**src/rtl/clock_pkg.sv**
```systemverilog
// Shared definitions for the 24-hour clock: mode encodings, BCD limits and widths.
package clock_pkg;

    localparam int unsigned MODE_W = 2;
    localparam int unsigned BCD_W  = 8;
    localparam int unsigned CNT_W  = 4;

    typedef enum logic [MODE_W-1:0] {
        MODE_RUN      = 2'b00,
        MODE_SET_HOUR = 2'b01,
        MODE_SET_MIN  = 2'b10
    } mode_e;

    localparam logic [BCD_W-1:0] BCD_59 = 8'h59;
    localparam logic [BCD_W-1:0] BCD_23 = 8'h23;

    // Mode key cycles RUN -> SET_HOUR -> SET_MIN -> RUN.
    function automatic mode_e next_mode(input mode_e cur);
        mode_e nxt;
        case (cur)
            MODE_RUN:      nxt = MODE_SET_HOUR;
            MODE_SET_HOUR: nxt = MODE_SET_MIN;
            default:       nxt = MODE_RUN;
        endcase
        return nxt;
    endfunction

endpackage

```
**src/rtl/key_edge.sv**
```systemverilog
// Rising-edge detector for a debounced, clk-synchronous key level.
module key_edge (
    input  logic clk,
    input  logic rst,
    input  logic level_i,
    output logic press_o
);

    logic level_q;
    logic level_d;
    logic press_q;
    logic press_d;

    always_comb begin
        level_d = level_i;
        press_d = level_i & ~level_q;
    end

    always_ff @(posedge clk or negedge rst) begin
        if (!rst) begin
            level_q <= 1'b0;
            press_q <= 1'b0;
        end else begin
            level_q <= level_d;
            press_q <= press_d;
        end
    end

    assign press_o = press_q;

endmodule

```
**src/rtl/clock_ctrl.sv**
```systemverilog
// Mode sequencer and count-enable generator for the seconds/minutes/hours BCD counters.
module clock_ctrl
    import clock_pkg::*;
#(
    parameter int unsigned REPEAT_DLY = 2,
    parameter int unsigned TIMEOUT    = 10
) (
    input  logic       clk,
    input  logic       rst,
    input  logic       tick,
    input  logic       key_mode,
    input  logic       key_inc,
    input  logic [7:0] sec,
    input  logic [7:0] min,
    input  logic [7:0] hour,
    output logic       en_sec,
    output logic       en_min,
    output logic       en_hour,
    output logic [1:0] mode,
    output logic       blink
);

    localparam logic [CNT_W-1:0] RPT_MAX = CNT_W'(REPEAT_DLY);
    localparam logic [CNT_W-1:0] TMO_MAX = CNT_W'(TIMEOUT);

    mode_e            mode_q;
    mode_e            mode_d;
    logic [CNT_W-1:0] rpt_q;
    logic [CNT_W-1:0] rpt_d;
    logic [CNT_W-1:0] tmo_q;
    logic [CNT_W-1:0] tmo_d;
    logic             blink_q;
    logic             blink_d;
    logic             en_sec_q;
    logic             en_sec_d;
    logic             en_min_q;
    logic             en_min_d;
    logic             en_hour_q;
    logic             en_hour_d;

    logic mode_press_c;
    logic inc_press_c;
    logic in_set_c;
    logic tmo_hit_c;
    logic mode_chg_c;
    logic rpt_fire_c;
    logic inc_ev_c;
    logic run_carry_min_c;
    logic run_carry_hour_c;
    logic unused_hour;

    // Hours wrap is handled by the hours counter itself.
    assign unused_hour = ^hour;

    key_edge u_mode_edge (
        .clk     (clk),
        .rst     (rst),
        .level_i (key_mode),
        .press_o (mode_press_c)
    );

    key_edge u_inc_edge (
        .clk     (clk),
        .rst     (rst),
        .level_i (key_inc),
        .press_o (inc_press_c)
    );

    assign in_set_c   = (mode_q != MODE_RUN);
    assign tmo_hit_c  = in_set_c && (tmo_q >= TMO_MAX);
    assign mode_chg_c = (mode_d != mode_q);

    // Auto-repeat fires on each tick once the hold counter has saturated.
    assign rpt_fire_c = in_set_c && tick && key_inc && (rpt_q == RPT_MAX);
    // A coincident mode press swallows the increment press.
    assign inc_ev_c   = in_set_c && ((inc_press_c && !mode_press_c) || rpt_fire_c);

    assign run_carry_min_c  = (sec == BCD_59);
    assign run_carry_hour_c = (sec == BCD_59) && (min == BCD_59);

    // Mode state register.
    always_ff @(posedge clk or negedge rst) begin
        if (!rst) begin
            mode_q <= MODE_RUN;
        end else begin
            mode_q <= mode_d;
        end
    end

    // Next-state: timeout has priority over a mode press.
    always_comb begin
        mode_d = mode_q;
        if (tmo_hit_c) begin
            mode_d = MODE_RUN;
        end else if (mode_press_c) begin
            mode_d = next_mode(mode_q);
        end
    end

    // Enables, blink and tick counters; tick is judged in the pre-transition mode.
    always_comb begin
        en_sec_d  = 1'b0;
        en_min_d  = 1'b0;
        en_hour_d = 1'b0;
        blink_d   = blink_q;
        rpt_d     = rpt_q;
        tmo_d     = tmo_q;

        case (mode_q)
            MODE_RUN: begin
                en_sec_d  = tick;
                en_min_d  = tick && run_carry_min_c;
                en_hour_d = tick && run_carry_hour_c;
            end
            MODE_SET_HOUR: en_hour_d = inc_ev_c;
            MODE_SET_MIN:  en_min_d  = inc_ev_c;
            default: ;
        endcase

        if (!in_set_c || mode_chg_c) begin
            blink_d = 1'b0;
        end else if (tick) begin
            blink_d = ~blink_q;
        end

        if (!in_set_c || mode_chg_c || !key_inc) begin
            rpt_d = '0;
        end else if (tick && (rpt_q < RPT_MAX)) begin
            rpt_d = rpt_q + CNT_W'(1);
        end

        if (!in_set_c || mode_chg_c || mode_press_c || inc_press_c || key_inc) begin
            tmo_d = '0;
        end else if (tick && (tmo_q < TMO_MAX)) begin
            tmo_d = tmo_q + CNT_W'(1);
        end
    end

    always_ff @(posedge clk or negedge rst) begin
        if (!rst) begin
            en_sec_q  <= 1'b0;
            en_min_q  <= 1'b0;
            en_hour_q <= 1'b0;
            blink_q   <= 1'b0;
            rpt_q     <= '0;
            tmo_q     <= '0;
        end else begin
            en_sec_q  <= en_sec_d;
            en_min_q  <= en_min_d;
            en_hour_q <= en_hour_d;
            blink_q   <= blink_d;
            rpt_q     <= rpt_d;
            tmo_q     <= tmo_d;
        end
    end

    assign en_sec  = en_sec_q;
    assign en_min  = en_min_q;
    assign en_hour = en_hour_q;
    assign mode    = mode_q;
    assign blink   = blink_q;

endmodule
```
**config.mk**
```make
export PLATFORM = sky130hd
export DESIGN_NAME = clock_ctrl
export DESIGN_NICKNAME = d
export VERILOG_FILES = /design/src/rtl/clock_pkg.sv /design/src/rtl/key_edge.sv /design/src/rtl/clock_ctrl.sv
export SDC_FILE = /design/constraint.sdc
export NUM_CORES = 1
export LEC_CHECK = 0
export BUFFER_PORTS_ARGS = -buffer_cell sky130_fd_sc_hd__clkbuf_2
export CORE_MARGIN = 4
export CORE_UTILIZATION = 45
export CTS_BUF_LIST = sky130_fd_sc_hd__clkbuf_4 sky130_fd_sc_hd__clkbuf_8
export DETAILED_ROUTE_END_ITERATION = 8
export PLACE_DENSITY = 0.75
export SETUP_SLACK_MARGIN = 0.15
export SLEW_MARGIN = 25
export SYNTH_ARGS = -nofsm -noshare
export SYNTH_HDL_FRONTEND = slang
export SYNTH_HIERARCHICAL = 1
export SYNTH_SLANG_ARGS = --single-unit
```
**constraint.sdc**
```tcl
create_clock -name clk -period 1.6 [get_ports clk]
set_input_delay 0.08 -clock clk [delete_from_list [all_inputs] [get_ports clk]]
set_output_delay 0.08 -clock clk [all_outputs]
set_load 0.02 [all_outputs]
```
==> results by group, run 1 <==
Hold path
  – Worst Hold Class: primary input to flop
  – Hold depth: 3
  – Hold Startpoint: min[3]

Die
  – Die Height: 52.6 um
  – Row count: 15
  – Die ar.: 0.00277 sq mm
  – Core Box Area: 0.00180 sq mm
  – Initial core utilization: 49.7%
  – Num ports: 35
  – Die X: 52.6 um

Timing
  – Worst-Margin Slew: 0.436 ns
  – RSZ-0062 raised after global routing: no
  – Period minus WS final: 1.37 ns
  – Worst Skew: 0.00449 ns
  – Fin crit share: 85.4%
  – Fmax: 732 MHz
  – Max-slew violation total from the final report: 0
  – Setup TNS: 0 ns
  – Rel. slew slack: 70.9%
  – Final setup fails: 0
  – Hold Vio Cnt, Final: 0

Yosys
  – Synth Warn #: 6
  – Share of synthesized registers carrying an async set or reset: 100%
  – Top cell type's share of synthesized area: 50.3%
  – Main synth FF type: dfrtp_1
  – Synthesized area: 895 sq um
  – Count of cell types in the netlist: 31
  – Post-synth EDFFs: 0
  – Instance count of the mapped netlist: 81
  – Syn_area_per_cell: 11.0 sq um
  – Synth area leaders: dfrtp_1 50%, ha_1 5.6%, nor2_1 3.8%
  – Post-synth top area cell: dfrtp_1
  – Syn nets: 114
  – Seq/Total Area, Yosys: 50.3%
  – #FFs+latches synth: 18

Place
  – DP HPWL: 1470 um
  – # port buffers: 26
  – Final Wtd Congestion: 0.756

Global route
  – Top Usage Layer GRT: met2
  – First-pass GRT wire length: 3240 um
  – Antenna violations before repair: 0
  – M3 GR Usage: 6.27%
  – Met1 usage: 17.6%
  – Largest net degree at the start of global routing: 19
  – Grt total ovfl: 0
  – Total GRT Usage: 16.2%
  – Met2 usage: 28.5%
  – Vias in the first global route: 768

Clock network
  – CTS tree: built
  – Clock transition at path regs: 0.10 ns
  – Clock latency on the worst-skew pair: 0.30 ns
  – Cts bufs inserted: 3
  – CTS Sinks: 18
  – Clock Root Buffer: clkbuf_4
  – CTS Buffer Depth: 2
  – Setup bufs post-CTS: 0
  – H-tree Lvls: 1

Detailed routing
  – Post-route ant nets: 0
  – DR iter-0 viols: 10
  – Vias per cell: 5.29
  – Routed WL per cell: 13.4 um
  – Routed WL: 1880 um
  – Total vias in the final route: 740
  – Drt drc: 0
  – Detailed Routing Iterations Pass 1: 4

Critical path
  – Worst Setup Start Kind: flop
  – CP arrival: 1.60 ns
  – Worst R2R Start: tmo_q[0]$_DFFE_PN0P_
  – R2R cell count: 5
  – Crit path kind: flop to flop
  – CP Max Fanout: 4
  – Crit end category: flop
  – CP Launch Point: tmo_q[0]$_DFFE_PN0P_
  – Required time of the critical path: 1.83 ns

Finish
  – Multi-input logic area: 429 sq um
  – Filler Cell Count: 152
  – Diode count: 0
  – Area grow syn2layout: 28.4%
  – Layout cells sized above 1: 39.1%
  – Sequential cell area: 450 sq um
  – Final core utilization: 63.7%
  – Final net count: 149

Pwr
  – Design Power: 0.00122 W
  – PD cells: 1060 mW/mm^2
  – Leakage: 0.558 nW
  – Peak supply drop: 740 uV

Run
  – Max Cap Violations: 0

Outcome
  – Outcome: finished clean
## placed cells by master, fill, tap and decap left out, types with 2 or more instances in the layout
| cell type | instances |
|---|---|
| o21ai_0 | 4 |
| nor4bb_1 | 3 |
| a21oi_1 | 4 |
| nor2b_4 | 2 |
| nand3_2 | 2 |
| a211o_2 | 2 |
| dfrtp_1 | 18 |
| dlygate4sd3_1 | 3 |
| buf_4 | 2 |
| a41oi_1 | 3 |
| clkbuf_2 | 26 |
| nand4_1 | 2 |
| inv_1 | 7 |
| ha_1 | 4 |
| clkbuf_4 | 3 |
| nand2_1 | 3 |
| nor2_1 | 9 |
## synthesized netlist by cell type, drive strengths merged, types with 2 or more instances
| cell type | instances |
|---|---|
| o21ai | 4 |
| nor2 | 9 |
| o31ai | 2 |
| nand2 | 3 |
| nor4bb | 3 |
| a211o | 2 |
| inv | 7 |
| nor3b | 2 |
| ha | 4 |
| a21oi | 4 |
| nand3 | 2 |
| nand4 | 2 |
| dfrtp | 18 |
| a41oi | 3 |
| nor2b | 3 |
## per-layer routing
| layer | vias up | part of all wire (%) |
|---|---|---|
| li1 | 357 | - |
| met1 | 361 | 38 |
| met2 | 17 | 56 |
| met3 | 5 | 4.7 |
| met4 | 0 | 1.1 |
| met5 | - | 0 |
## timing repair
action	in CTS	in global routing
resized for setup	0	3
setup endpoints to repair	2	8
hold buffers	3	0
hold endpoints to repair	20	0
## stage by stage
stage	hold WS, ns	cells	area (sq um)	setup slack (ns)
global placement	0.0338	133	1060	0.168
floorplan	-0.216	81	895	0.275
finish	0.0384	140	1150	0.234
global route	0.0592	140	1150	0.153
CTS	0.0331	140	1130	0.146
detailed placement	0.0425	133	1060	0.151
## kinds of logic after synthesis
kind of cell	Yosys count	share of synthesized area, %
muxes	1	1.26
xor gates and xnor gates	2	1.96
buffers and inverters	8	3.78
AOI/OAI and AO/OA	19	15.7
DFF	18	50.3
adders and majority gates	4	5.59
and+or+nand+nor	29	21.4
## critical path: stages (launching register included)
cell	delay, ns
dfrtp_1	0.37
inv_1	0.05
ha_1	0.23
o31ai_4	0.34
nand3_2	0.17
nor2_1	0.14
## power by group
group / internal (W) / leakage [nW] / switching, W / total, W
combinational: 0.000155 / 0.298 / 0.000206 / 0.000362
clock: 0.000139 / 0.0210 / 0.000141 / 0.000280
sequential: 0.000516 / 0.239 / 0.0000600 / 0.000576
## final timing paths
path                       slack [ns]                            end
max                              0.23           rpt_q[2]$_DFFE_PN0P_
max in group asynchronous        1.05           rpt_q[3]$_DFFE_PN0P_
max reg2reg                      0.23           rpt_q[2]$_DFFE_PN0P_
min reg2reg                      0.45  u_mode_edge/press_o$_DFF_PN0_
min in group asynchronous        0.24               en_min$_DFF_PN0_
min                              0.04              en_hour$_DFF_PN0_
## layout make-up
| type | instances | area share (%) |
|---|---|---|
| Multi-Input combinational cell | 55 | 37.4 |
| Timing Repair Buffer | 31 | 15.3 |
| Sequential cell | 18 | 39.2 |
| Inverter | 7 | 2.29 |
| Clock buffer | 4 | 3.16 |
| Tap cell | 25 | 2.72 |
(Power assumes the default switching activity.)
==> run 2: changes to the inputs <==
- ABC_AREA: unset -> 0
- HOLD_SLACK_MARGIN: unset -> 0.05
- SYNTH_HIERARCHICAL: 1 -> unset
==> run 2 against run 1 <==
Effect of this change: die area decreased by 1.5%; power decreased by 15%; design area decreased by 3.4%; via count decreased by 3.8%; sequential share of layout area increased by 1.4 points; sequential power decreased by 4.9%; highest routed layer unchanged; global-route usage decreased by 1.2 points; flip-flop and latch count unchanged; clock power decreased by 22%; first-iteration DRC count increased by 30%; largest power group unchanged; synthesized cell count decreased by 4.9%; hold slack improved by 0.069 ns.
==> results by group, run 2 <==
Timing
  – Max-slew violation total from the final report: 0
  – Worst Skew: 0.00178 ns
  – Fin crit share: 86.6%
  – RSZ-0062 raised after global routing: yes
  – Period minus WS final: 1.39 ns
  – Final setup fails: 0
  – Setup TNS: 0 ns
  – Hold Vio Cnt, Final: 0
  – Rel. slew slack: 70.2%
  – Worst-Margin Slew: 0.447 ns
  – Min Hold Slack: 0.107 ns
  – Fmax: 722 MHz

Finish
  – Fin cells: 136
  – Sequential cell area: 450 sq um
  – Filler Cell Count: 164
  – Final net count: 146
  – Final core utilization: 62.2%
  – Commonest non-fill, non-tap cell in the layout: clkbuf_2
  – Most frequent cells in the layout: 26 x clkbuf_2, 18 x dfrtp_1, 5 x nor2_1
  – Area grow syn2layout: 26.4%
  – Multi-input logic area: 415 sq um
  – Diode count: 0
  – Layout cells sized above 1: 32.4%

Yosys
  – Commonest cells post-synth: 18 x dfrtp_1, 5 x nor2_1
  – Synth area leaders: dfrtp_1 51%, ha_1 5.7%, nor4bb_1 3.4%
  – Most frequent cell after synthesis: dfrtp_1
  – Top cell type's share of synthesized area: 51.3%
  – Syn nets: 110
  – Share of synthesized registers carrying an async set or reset: 100%
  – Syn_area_per_cell: 11.4 sq um
  – Count of cell types in the netlist: 31
  – Synth Warn #: 0
  – Synthesized area: 878 sq um
  – Post-synth EDFFs: 0
  – #FFs+latches synth: 18
  – Post-synth top area cell: dfrtp_1
  – Seq/Total Area, Yosys: 51.3%
  – Instance count of the mapped netlist: 77
  – Main synth FF type: dfrtp_1

Critical path
  – Crit path kind: flop to flop
  – Slowest cell on the critical path: dfrtp_1
  – CP arrival: 1.60 ns
  – Worst Setup Start Kind: flop
  – Cells along the critical path: inv_1 > ha_2 > o31ai_4 > nand4_1 > a21oi_1
  – Crit-path leading delay family: compound AO/OA/AOI/OAI gates
  – Required time of the critical path: 1.82 ns
  – Critical path buffers and inverters: 1
  – CP Max Fanout: 4
  – Critical Path Max Stage Delay: 0.39 ns
  – Crit end category: flop

Die
  – Row count: 15
  – Die X: 52.2 um
  – Num ports: 35
  – Initial core utilization: 49.3%
  – Die ar.: 0.00272 sq mm
  – Core Box Area: 0.00178 sq mm
  – Die Height: 52.2 um

Detailed routing
  – DR iter-0 viols: 13
  – Vias per cell: 5.24
  – Total vias in the final route: 712
  – Drt drc: 0
  – Post-route ant nets: 0
  – Detailed Routing Iterations Pass 1: 4
  – Routed WL: 1930 um
  – Routed WL per cell: 14.2 um

Global route
  – Total GRT Usage: 15.0%
  – First-pass GRT wire length: 2950 um
  – Largest net degree at the start of global routing: 19
  – Grt total ovfl: 0
  – Antenna violations before repair: 0
  – Vias in the first global route: 658

Place
  – # port buffers: 26
  – Placed insts: 129
  – Final Wtd Congestion: 0.705
  – DP HPWL: 1420 um

Hold path
  – Worst Hold Class: primary input to flop

Pwr
  – Peak supply drop: 561 uV
  – Design Power: 0.00104 W
  – PD cells: 937 mW/mm^2
  – Leakage: 0.525 nW

Clock network
  – Clock latency on the worst-skew pair: 0.29 ns
  – H-tree Lvls: 1
  – Clock Root Buffer: clkbuf_4
  – Clock transition at path regs: 0.09 ns
  – CTS tree: built
  – Cts bufs inserted: 3
  – CTS Sinks: 18
  – CTS Buffer Depth: 2

Outcome
  – Outcome: finished clean

Run
  – Max Cap Violations: 0
==> run 2: changes by cell type after synthesis, sizes merged, moves of 2 or more <==
cell and change:
o21a +2, inv -3, nor2 -4, and2 +2, nand2 -2
==> run 2: metrics by stage <==
step                setup slack (ns)  instance area (sq um)
floorplan                      0.288                    878
global route                   0.116                   1110
global placement               0.235                   1050
finish                         0.214                   1110
detailed placement             0.206                   1050
CTS                            0.182                   1100
==> run 2: final timing paths <==
| check | slack [ns] | start | to | cells past startpoint |
|---|---|---|---|---|
| setup / recovery | 0.21 | tmo_q[0]$_DFFE_PN0P_ | tmo_q[2]$_DFFE_PN0P_ | 5 |
| setup reg to reg | 0.21 | tmo_q[0]$_DFFE_PN0P_ | tmo_q[2]$_DFFE_PN0P_ | 5 |
| max in group asynchronous | 1.03 | rst | u_inc_edge.press_o$_DFF_PN0_ | 2 |
| hold / removal | 0.11 | min[6] | en_hour$_DFF_PN0_ | 3 |
| hold reg to reg | 0.40 | u_inc_edge.level_q$_DFF_PN0_ | u_inc_edge.press_o$_DFF_PN0_ | 1 |
| min in group asynchronous | 0.26 | rst | rpt_q[0]$_DFFE_PN0P_ | 2 |
==> run 2: timing repair <==
action / in CTS / in global routing
endpoints found under the setup margin: 0 / 8
endpoints found under the hold margin: 21 / 0
resized for setup: 0 / 1
hold buffers: 3 / 0
buffers inserted: 0 / 1
==> run 2: report_power, final <==
group	total (W)	internal [W]	switching, W
sequential	0.000548	0.000502	0.0000466
clock	0.000219	0.0000876	0.000131
combinational	0.000273	0.000118	0.000155
==> run 2: cell families after synthesis <==
logic type / Yosys count / share of synthesized area (%)
flops: 18 / 51.3
compound gates: 19 / 15.8
fa+ha+maj: 4 / 5.70
simple gates: 30 / 23.5
xor+xnor: 2 / 1.99
buf+inv: 4 / 1.71
==> run 2: per-layer routing <==
layer / vias to the layer above / wire length (um) / track usage, %
met5: - / 0 / 0
met4: 0 / 57 / 7.66
met3: 8 / 73 / 3.42
met2: 20 / 1010 / 24.1
met1: 331 / 781 / 18.8
li1: 353 / - / -
==> run 2: cell type report <==
type	instances	area share, %
sequential	18	40.6
multi-input combinational	55	37.4
timing repair buffer	31	15.8
tap	25	2.82
clock buffer	3	2.03
inverter	4	1.35
==> run 2: worst register-to-register path: stages, from the launching register on <==
cell,delay [ns]
dfrtp_1,0.39
inv_1,0.07
ha_2,0.21
o31ai_4,0.25
nand4_1,0.22
a21oi_1,0.17
==> run 3: changes to the inputs <==
- BUFFER_PORTS_ARGS: -buffer_cell sky130_fd_sc_hd__clkbuf_2 -> unset
- CORE_MARGIN: 4 -> unset
- DONT_BUFFER_PORTS: unset -> 1
- PLACE_DENSITY: 0.75 -> unset
==> run 3 against run 2 <==
Effect of this change: sequential power grew 0.9%; clock skew grew 0.0040 ns; flip-flop and latch count is the same; global-route usage grew 3.4 points; first-iteration DRC count shrank 77%; design area grew 0.11%; power grew 4.4%; critical path depth is the same; cell count shrank 9.6%; fmax shrank 3.7%; combinational power shrank 6%; critical endpoint is now en_hour$_DFF_PN0_.
==> results by group, run 3 (synthesis gave the netlist of run 2 again) <==
Outcome
  – Outcome: finished clean

Timing
  – Worst-Margin Slew: 0.783 ns
  – Fin crit share: 89.9%
  – Rel. slew slack: 47.6%
  – Max-slew violation total from the final report: 0
  – Period minus WS final: 1.44 ns
  – Worst Skew: 0.00574 ns
  – Hold Vio Cnt, Final: 0
  – RSZ-0062 raised after global routing: yes
  – Final setup fails: 0
  – Setup TNS: 0 ns
  – Fmax: 695 MHz

Detailed routing
  – Routed WL per cell: 13.7 um
  – Detailed Routing Iterations Pass 1: 2
  – Post-route ant nets: 0
  – Total vias in the final route: 659
  – Drt drc: 0
  – DR iter-0 viols: 3
  – Routed WL: 1690 um
  – Vias per cell: 5.36

Place
  – # port buffers: 0
  – Placed insts: 105
  – Placed Area: 932 sq um
  – DP HPWL: 1090 um
  – Final Wtd Congestion: 0.721

Global route
  – Largest net degree at the start of global routing: 19
  – First-pass GRT wire length: 2700 um
  – Grt total ovfl: 0
  – Vias in the first global route: 637
  – Antenna violations before repair: 0
  – Total GRT Usage: 18.4%

Critical path
  – Worst Setup Start Kind: primary input
  – Worst R2R Start: tmo_q[0]$_DFFE_PN0P_
  – Reg-to-Reg End: rpt_q[0]$_DFFE_PN0P_
  – Required time of the critical path: 1.81 ns
  – CP arrival: 1.65 ns
  – Worst reg2reg setup slack: 0.23 ns
  – Crit path kind: primary input to flop
  – CP Launch Point: min[1]
  – Crit end category: flop
  – Worst setup path endpoint: en_hour$_DFF_PN0_
  – R2R cell count: 5
  – CP Max Fanout: 1

Clock network
  – Cts bufs inserted: 3
  – Clock transition at path regs: 0.10 ns
  – CTS tree: built
  – CTS Buffer Depth: 2
  – Clock latency on the worst-skew pair: 0.29 ns
  – CTS Sinks: 18
  – Clock Root Buffer: clkbuf_4
  – H-tree Lvls: 1

Finish
  – Layout cells sized above 1: 14.3%
  – Final core utilization: 62.3%
  – Fin cells: 123
  – Diode count: 0
  – Commonest non-fill, non-tap cell in the layout: dfrtp_1
  – Design Area, Final: 0.00111 sq mm
  – Most frequent cells in the layout: 18 x dfrtp_1, 13 x dlygate4sd3_1, 5 x nor2_1
  – Area grow syn2layout: 26.5%
  – Final net count: 132

Die
  – Initial core utilization: 49.3%
  – Core Box Area: 0.00178 sq mm
  – Row count: 15
  – Die X: 46.2 um
  – Num ports: 35
  – Die ar.: 0.00213 sq mm
  – Die Height: 46.2 um

Hold path
  – Worst Hold Class: primary input to flop

Pwr
  – Peak supply drop: 630 uV
  – PD cells: 977 mW/mm^2
  – Leakage: 0.478 nW

Run
  – Max Cap Violations: 0
[run 3: changes by cell type in the layout (fill, tap and decap cells not counted)]
cell / delta
dlygate4sd3_1: +10
buf_4: +2
and2_1: -1
and2_4: +1
clkbuf_8: +1
clkbuf_2: -26
[run 3: worst min path at each step]
stage                       start              endpoint  slack (ns)  cells after the start
after floorplan               rst     blink$_DFFE_PN0P_       -0.22                      0
after global placement        rst  tmo_q[2]$_DFFE_PN0P_       -0.22                      0
after detailed placement      rst  tmo_q[3]$_DFFE_PN0P_       -0.22                      0
after CTS                 key_inc  rpt_q[2]$_DFFE_PN0P_        0.07                      2
after global routing      key_inc  rpt_q[2]$_DFFE_PN0P_        0.08                      2
final                      min[3]     en_hour$_DFF_PN0_        0.09                      3
[run 3: final cells by class]
type,count,area [sq um]
well taps,25,31.3
clock buffers,4,36.3
inverters,4,15.0
fillers,142,672
repair buffers,17,160
flip-flops and latches,18,450
multi-input cells,55,418
[run 3: layer usage]
layer  track usage [%]  part of all wire, %  wire, um
met1              24.4                   49       825
met2              27.9                   45       758
met3              4.71                  4.4        75
met4              8.82                  1.6        27
met5                 0                    0         0
[run 3: power by group]
part / switching, W / leakage, nW / internal [W] / total (W)
clock: 0.000137 / 0.0210 / 0.000139 / 0.000276
sequential: 0.0000507 / 0.239 / 0.000502 / 0.000553
combinational: 0.000139 / 0.218 / 0.000118 / 0.000257
total: 0.000327 / 0.478 / 0.000759 / 0.00109
[run 3: per-stage QoR]
stage          power [W]  hold slack [ns]  worst slack, ns
2_1_floorplan   0.000713           -0.216            0.288
3_3_place_gp    0.000772           -0.215            0.222
3_5_place_dp    0.000773           -0.215            0.207
4_1_cts          0.00109           0.0678            0.183
5_1_grt          0.00116           0.0768            0.118
6_report         0.00109           0.0932            0.161
[run 3: timing repair]
item,4_1_cts,5_1_grt
hold buffers,13,0
setup buffers,0,1
resized for setup,0,2
setup endpoints to repair,0,8
hold endpoints to repair,29,0
[run 3: worst max-delay path, stage by stage]
cell           delay (ns)
dlygate4sd3_1        0.55
nor3b_1              0.21
dlygate4sd3_1        0.58
nand4b_1             0.10
o22ai_1              0.13
